--- config.mk ---
export PLATFORM = sky130hd
export DESIGN_NAME = reg8_piso
export DESIGN_NICKNAME = d
export VERILOG_FILES = /design/src/rtl/piso_pkg.sv /design/src/rtl/bit_cnt.sv /design/src/rtl/reg8_piso.sv
export SDC_FILE = /design/constraint.sdc
export NUM_CORES = 1
export LEC_CHECK = 0
export CAP_MARGIN = 20
export CORE_MARGIN = 3
export CORE_UTILIZATION = 46
export DETAILED_ROUTE_END_ITERATION = 8
export PLACE_DENSITY = 0.76
export SLEW_MARGIN = 20
export SYNTH_ARGS = -nofsm -noshare
export SYNTH_HDL_FRONTEND = slang
export SYNTH_SLANG_ARGS = --single-unit
--- constraint.sdc ---
create_clock -name clk -period 1.75 [get_ports clk]
set_input_delay 0.35 -clock clk [delete_from_list [all_inputs] [get_ports clk]]
set_output_delay 0.35 -clock clk [all_outputs]
set_load 0.01 [all_outputs]
--- src/rtl/piso_pkg.sv ---
// piso_pkg: shared state encoding and default word width for the serializer
package piso_pkg;
  localparam int WIDTH_DEF = 8;
  typedef enum logic {IDLE, SHIFT} state_t;
endpackage

--- src/rtl/bit_cnt.sv ---
// bit_cnt: loadable down-counter with enable that parks at zero and flags it
module bit_cnt #(
  parameter int W = 3
) (
  input  logic         clk,
  input  logic         reset,
  input  logic         load,
  input  logic         en,
  input  logic [W-1:0] load_val,
  output logic         zero
);
  logic [W-1:0] cnt;
  // load takes priority; counting stops at zero so it never wraps
  always_ff @(posedge clk or negedge reset)
    if (!reset) cnt <= '0;
    else if (load) cnt <= load_val;
    else if (en && !zero) cnt <= cnt - 1'b1;
  assign zero = (cnt == '0);
endmodule

--- src/rtl/reg8_piso.sv ---
// reg8_piso: parallel-in serial-out shifter with tick-paced bits and back-to-back reload
module reg8_piso import piso_pkg::*; #(
  parameter int WIDTH     = WIDTH_DEF,
  parameter bit MSB_FIRST = 1'b1
) (
  input  logic             clk,
  input  logic             reset,
  input  logic             pl,
  input  logic [WIDTH-1:0] in,
  input  logic             tick,
  output logic             ready,
  output logic             sout,
  output logic             bit_valid,
  output logic             done
);
  localparam int CW = $clog2(WIDTH);
  state_t           state, state_nx;
  logic [WIDTH-1:0] sr;
  logic             zero, shifting, last, accept;
  // outputs derive from state and the registered word; the final tick opens the reload window
  always_comb begin
    shifting  = (state == SHIFT);
    last      = shifting & zero & tick;
    ready     = !shifting | last;
    accept    = pl & ready;
    state_nx  = accept ? SHIFT : (last ? IDLE : state);
    done      = last;
    bit_valid = shifting;
    sout      = shifting & (MSB_FIRST ? sr[WIDTH-1] : sr[0]);
  end
  // state register
  always_ff @(posedge clk or negedge reset)
    if (!reset) state <= IDLE;
    else state <= state_nx;
  // shift register: capture on accept, advance on tick, clear once the frame ends
  always_ff @(posedge clk or negedge reset)
    if (!reset) sr <= '0;
    else if (accept) sr <= in;
    else if (shifting && tick && !zero) sr <= MSB_FIRST ? {sr[WIDTH-2:0], 1'b0} : {1'b0, sr[WIDTH-1:1]};
    else if (last) sr <= '0;
  bit_cnt #(.W(CW)) u_cnt (
    .clk      (clk),
    .reset    (reset),
    .load     (accept),
    .en       (shifting & tick),
    .load_val (CW'(WIDTH - 1)),
    .zero     (zero)
  );
endmodule

==> impl_metrics.py, run 1 <==
metrics = {
    "layout": {
        "register_area_sq_um": 302,
        "design_area_sq_um": 908,
        "layout.cells.most_common": "clkdlybuf4s50_1",
        "antennaDiodeCount": 0,
        "drive_gt1_frac": 0.274,
        "fillCellCount": 109,
        "most-common-layout-cells": "clkdlybuf4s50_1 (12), dfrtp_1 (11), a31oi_1 (8), buf_4 (8)",
        "nets": 110,
        "finish.utilization": 0.689,
        "multi_input_area_sq_um": 330,
        "syn2layout_area_growth_pct": 37.5,
    },
    "floorplan": {
        "io_pins": 16,
        "die_y_um": 43.9,
        "dieWidth_um": 43.9,
        "die_area_sq_um": 1930,
        "start_util": 0.501,
        "rows": 13,
        "core_sq_um": 1320,
    },
    "sta": {
        "rsz0062_at_grt": "no",
        "clock.fmax_mhz": 596,
        "tns_ps": 0,
        "hold-worst-slack_ps": 429,
        "slew_viol_final": 0,
        "tightest_slew_ps": 567,
        "report.final.hold_viol_count": 0,
        "max-slew-margin-rel": 0.621,
        "period_share": 0.959,
        "finalCriticalPeriod_ps": 1680,
        "skew_ps": 2.21,
        "finalSetupViolations": 0,
    },
    "run_status": {
        "status": "completed",
    },
    "placement": {
        "place_area_sq_um": 840,
        "dp_hpwl_mm": 1.03,
        "place.gp.congestion": 0.710,
        "portBuffers": 15,
    },
    "critical_path": {
        "cp_data_arrival_time_ps": 1330,
        "crit_path_start_kind": "flip-flop",
        "worst_setup_path_end_kind": "output port",
        "required_ps": 1400,
        "r2r_slack_ps": 380,
        "crit_chain": "buf_4, clkdlybuf4s50_1",
        "reg2reg_from": "u_cnt.cnt[1]$_DFFE_PN0P_",
        "critPathTopFamily": "buffers and inverters",
        "regToRegEndpoint": "u_cnt.cnt[1]$_DFFE_PN0P_",
        "reg2regPathDepth": 5,
        "cp_max_fo": 5,
        "crit_path_max_incr_delay_ps": 470,
        "path_class": "flip-flop to output port",
        "crit_path_top_delay_cell": "clkdlybuf4s50_1",
        "worst-path-buf-inv": 2,
    },
    "clocking": {
        "clk_latency_ps": 280,
        "cts-root-buf": "clkbuf_4",
        "cts_buffer_depth": 2,
        "numCtsBuffers": 3,
        "clk_transition_reported_paths_ps": 80,
        "clock-sinks": 12,
        "cts_tree": "built",
        "htreeDepth": 1,
    },
    "global_routing": {
        "antenna_found_initial": 0,
        "grt_pass1_wl_mm": 2.51,
        "grt_overflow": 0,
        "grt_start_max_net_pins": 16,
        "grt_pass1_vias": 587,
        "track_usage": 0.182,
    },
    "power": {
        "peakVddDrop_v": 0.000674,
        "p_clk_frac": 0.223,
        "power_switching_w": 0.000329,
        "power_w": 0.00103,
        "powerDensity_nw_per_um2": 1130,
        "seqPwrFrac": 0.396,
        "p_leak_nw": 0.419,
        "p_int_w": 0.000698,
        "power.share.switching": 0.320,
        "power_frac_comb": 0.381,
    },
    "routing": {
        "drt-vias-per-instance": 5.45,
        "routed_wirelength_mm": 1.52,
        "dr.pass1.iters": 4,
        "vias": 599,
        "drc": 0,
        "final_antenna_net_count": 0,
        "drt_iter0_markers": 4,
        "wl_per_cell_um": 13.8,
    },
    "min_path": {
        "worstHoldPathType": "primary input to async pin",
    },
    "job": {
        "cap_violations": 0,
    },
    "logic_synthesis": {
        "ys_seq_elements": 12,
        "synth_area_sq_um": 661,
        "synth-seq-area-share": 0.455,
        "yosysWarnings": 0,
        "postSynthCellCount": 72,
        "syn-num-nets": 86,
        "syn_avg_cell_area_sq_um": 9.18,
        "synth.distinct_cells": 22,
    },
}
==> worst max-delay path by stage <==
stage / start / endpoint / slack, ps / cells after the start
after detailed placement: tick / ready / -290 / 4
after CTS: u_cnt.cnt[0]$_DFFE_PN0P_ / ready / -10 / 5
final: bit_valid$_DFFE_PN0P_ / bit_valid / 70 / 2
after global routing: bit_valid$_DFFE_PN0P_ / bit_valid / 4 / 2
after global placement: tick / ready / -260 / 4
after floorplan: u_cnt.cnt[0]$_DFFE_PN0P_ / ready / 390 / 4
==> power groups by stage <==
stage / sequential [W] / clock (W) / combinational [W]
after floorplan: 0.000394 / 0 / 0.000207
after global placement: 0.000403 / 0 / 0.000341
after detailed placement: 0.000403 / 0 / 0.000354
after CTS: 0.000400 / 0.000237 / 0.000353
after global routing: 0.000415 / 0.000253 / 0.000450
final: 0.000407 / 0.000229 / 0.000391
==> kinds of logic after synthesis <==
family,share of synthesized area
AND/OR/NAND/NOR,0.220
AO/OA/AOI/OAI,0.184
flip-flops,0.455
buffers and inverters,0.0814
adder cells (fa/ha/maj),0.0379
multiplexers,0.0227
==> per-stage QoR <==
step                      setup WS, ps  std cells
after floorplan                    388         72
after global routing              4.02        110
final                             72.2        110
after detailed placement          -291        104
after global placement            -258        104
after CTS                        -13.5        108
==> synth_stat cells <==
library cell	n	area, sq um
a21oi_1	2	10.0
a31oi_1	8	50.1
and2_2	1	7.51
and2_4	1	8.76
and2b_4	1	10.0
and3_1	3	18.8
and4b_1	1	10.0
buf_2	1	5.00
buf_4	2	15.0
buf_8	1	15.0
dfrtp_1	12	300
ha_1	2	25.0
inv_1	5	18.8
mux2_4	1	15.0
nand2_1	1	3.75
nand2b_1	2	12.5
nand3_1	7	35.0
nor2_1	7	26.3
nor2_2	2	12.5
o21ai_0	7	35.0
o21ai_1	4	20.0
o22ai_1	1	6.26
==> sequential cells by signal, summed over array words and instances (netlist names) <==
signal,cells
sr,8
u_cnt.cnt,3
bit_valid,1
==> layer usage <==
metal | vias up | track usage | share of wire
li1 | 302 | - | -
met3 | 4 | 0.0373 | 0.048
met1 | 280 | 0.223 | 0.43
met4 | 0 | 0.114 | 0.015
met2 | 13 | 0.288 | 0.51
met5 | - | 0 | 0
==> timing repair <==
item / CTS / global route
resized for setup: 9 / 8
hold buffers: 0 / 0
buffers inserted: 0 / 2
pin swaps: 0 / 1
endpoints found under the setup margin: 3 / 3
hold endpoints to repair: 0 / 0
==> final cells by class <==
class / count / area share
clock buffer: 4 / 0.0399
inverter: 5 / 0.0207
timing repair buffer: 23 / 0.223
sequential: 12 / 0.332
tap: 15 / 0.0207
multi-input combinational: 51 / 0.364
(Power assumes the default switching activity.)
==> run 2: changes to the inputs <==
Settings changed: CAP_MARGIN 20 to default, CORE_UTILIZATION 46 to 47, SLEW_MARGIN 20 to default, SYNTH_HIERARCHICAL from default to 1.
==> run 2 against run 1 <==
  * The flow now finishes with violations (negative setup slack)
  * Final cell count is 10% higher
  * Worst hold slack better by 3.8 ps
  * Sequential share of layout area is 5.8 points lower
  * Setup slack worse by 97 ps
  * Combinational power is 130% higher
  * Non-clock buffer count is 10 higher
  * Critical path depth is 6 higher
  * Clock power is 3% lower
  * Sequential power is 8.6% higher
  * Global-route usage is 1.0 points lower
  * Highest routed layer unchanged
==> impl_metrics.py, run 2 <==
metrics = {
    "run_status": {
        "status": "finished with violations",
        "failed_checks": "negative setup slack",
    },
    "global_routing": {
        "track_usage": 0.172,
        "grt_pass1_vias": 618,
        "grt_overflow": 0,
        "grt_pass1_wl_mm": 2.58,
        "antenna_found_initial": 0,
        "grt_start_max_net_pins": 13,
    },
    "layout": {
        "most-common-layout-cells": "buf_4 (18), clkdlybuf4s50_1 (13), dfrtp_1 (12)",
        "layout.cells.most_common": "buf_4",
        "design_area_sq_um": 1090,
        "stdcell_count": 121,
        "drive_gt1_frac": 0.340,
        "finish.utilization": 0.801,
        "multi_input_area_sq_um": 414,
        "nets": 121,
        "antennaDiodeCount": 0,
        "largest_register_ffs": 8,
        "regMostFlops": "sr",
        "fillCellCount": 100,
        "register_area_sq_um": 300,
        "syn2layout_area_growth_pct": 54.0,
    },
    "logic_synthesis": {
        "synth_top_family_by_area": "simple AND/OR/NAND/NOR gates",
        "synth-seq-area-share": 0.423,
        "synth.distinct_cells": 22,
        "synth_fa_ha_area_frac": 0.0352,
        "synth_top_area_share": 0.423,
        "synth_area_sq_um": 711,
        "synth.top_cells.by_area": "dfrtp_1 (42%), and4b_1 (9.9%), mux2i_1 (9.9%)",
        "synth_enable_flop_cells": 0,
        "synthArstFlopShare": 1.00,
        "ys_seq_elements": 12,
        "ys_top_cells_by_count": "dfrtp_1 (12), inv_1 (12), and4b_1 (7), mux2i_1 (7), a21oi_1 (6)",
        "synth_xor_area_frac": 0,
        "yosysWarnings": 6,
        "synth-compound-area-share": 0.132,
        "synth_ff_type": "dfrtp_1",
        "postSynthCellCount": 69,
        "synth-simple-area-share": 0.225,
        "syn_avg_cell_area_sq_um": 10.3,
        "synthMuxAreaShare": 0.0986,
        "yosys.area.top_type": "dfrtp_1",
    },
    "floorplan": {
        "dieWidth_um": 44.9,
        "die_y_um": 44.9,
        "die_area_sq_um": 2010,
        "start_util": 0.520,
        "rows": 13,
        "io_pins": 16,
        "core_sq_um": 1370,
    },
    "power": {
        "powerDensity_nw_per_um2": 1420,
        "p_leak_nw": 0.585,
        "power_w": 0.00155,
        "peakVddDrop_v": 0.000891,
    },
    "placement": {
        "placed_cells": 113,
        "place_area_sq_um": 1010,
        "place.gp.congestion": 0.782,
        "dp_hpwl_mm": 1.12,
        "portBuffers": 15,
    },
    "sta": {
        "fin_ws_ps": -24.7,
        "finalCriticalPeriod_ps": 1770,
        "report.final.hold_viol_count": 0,
        "clock.fmax_mhz": 563,
        "tightest_slew_ps": 551,
        "skew_ps": 0.650,
        "hold-worst-slack_ps": 433,
        "finalSetupViolations": 3,
        "max-slew-margin-rel": 0.631,
        "rsz0062_at_grt": "yes",
        "slew_viol_final": 0,
        "period_share": 1.01,
    },
    "clocking": {
        "numCtsBuffers": 3,
        "cts_tree": "built",
        "cts-root-buf": "clkbuf_4",
        "cts_buffer_depth": 2,
        "clk_transition_reported_paths_ps": 80,
        "clk_latency_ps": 270,
        "ctsHoldBuffers": 0,
        "htreeDepth": 1,
        "clock-sinks": 12,
    },
    "critical_path": {
        "critPathTopFamily": "simple AND/OR/NAND/NOR gates",
        "worst_setup_path_end_kind": "flip-flop",
        "worst-path-buf-inv": 2,
        "crit_path_max_incr_delay_ps": 500,
        "crit_path_start_kind": "flip-flop",
        "path_class": "flip-flop to flip-flop",
        "cpMostUsedCell": "ha_4",
        "crit_chain": "inv_2, ha_4, ha_4, a21bo_4, nand2_8, inv_6, or4b_1, o311ai_2",
        "crit_path_top_delay_cell": "or4b_1",
        "cp_max_fo": 5,
        "cp_data_arrival_time_ps": 1950,
        "required_ps": 1920,
    },
    "routing": {
        "drt-vias-per-instance": 5.30,
        "drt_iter0_markers": 10,
        "final_antenna_net_count": 0,
        "vias": 641,
        "drc": 0,
        "dr.pass1.iters": 4,
        "routed_wirelength_mm": 1.61,
        "wl_per_cell_um": 13.3,
    },
    "job": {
        "cap_violations": 0,
    },
    "min_path": {
        "worstHoldPathType": "primary input to async pin",
    },
}
==> run 2: cell types whose count changed in the layout (fill, tap and decap cells not counted), moves of 4 or more <==
| cell | delta |
|---|---|
| nand3_1 | -7 |
| buf_4 | +10 |
| a31oi_1 | -8 |
| nor2_1 | -7 |
| mux2i_1 | +7 |
| o21ai_0 | -6 |
| and4b_1 | +6 |
| o21ai_1 | -4 |
| a21oi_1 | +4 |
| inv_1 | +6 |
==> run 2: final cells by class <==
class / count / area share
Clock buffer: 4 / 0.0331
Tap cell: 15 / 0.0171
Multi-Input combinational cell: 45 / 0.378
Timing Repair Buffer: 33 / 0.251
Sequential cell: 12 / 0.274
Inverter: 12 / 0.0457
==> run 2: logic make-up (layout without fill, tap and decap cells) <==
kind of cell	after synthesis	after routing
AO/OA/AOI/OAI	12	12
adder cells (fa/ha/maj)	2	2
buffers and inverters	14	49
flip-flops	12	12
multiplexers	7	7
other	1	3
AND/OR/NAND/NOR	21	21
==> run 2: final timing paths <==
path | start | end | slack (ps) | cells past startpoint
max | u_cnt/cnt[0]$_DFFE_PN0P_ | u_cnt/cnt[1]$_DFFE_PN0P_ | -20 | 8
max in group asynchronous | reset | sr[7]$_DFFE_PN0P_ | 950 | 1
min | reset | u_cnt/cnt[2]$_DFFE_PN0P_ | 430 | 1
max reg2reg | u_cnt/cnt[0]$_DFFE_PN0P_ | u_cnt/cnt[1]$_DFFE_PN0P_ | -20 | 8
min in group clk | sr[0]$_DFFE_PN0P_ | sr[0]$_DFFE_PN0P_ | 550 | 2
min reg2reg | sr[0]$_DFFE_PN0P_ | sr[0]$_DFFE_PN0P_ | 550 | 2
==> run 2: per-stage QoR <==
stage / setup TNS [ps] / worst slack, ps
global placement: -691 / -187
finish: -49.5 / -24.7
floorplan: -102 / -48.2
CTS: -60.5 / -28.2
detailed placement: -842 / -205
global route: -251 / -76.5
==> run 2: timing repair <==
item / CTS / global route
gates resized for setup: 9 / 5
setup buffers: 2 / 2
setup endpoints to repair: 5 / 6
pin swaps: 4 / 1
==> run 2: routing by layer <==
metal  routed length (um)  share of wire  vias up  track usage
li1                     -              -      316            -
met1                  726           0.45      305        0.210
met2                  785           0.49       18        0.295
met3                   88          0.055        2       0.0438
met4                    8         0.0050        0       0.0526
met5                    0              0        -            0
==> run 2: report_power, final <==
part,internal [W],switching [W],leakage (nW)
Clock,0.000126,0.0000945,0.0210
Combinational,0.000513,0.000375,0.413
Sequential,0.000387,0.0000546,0.151
Total,0.00103,0.000524,0.585
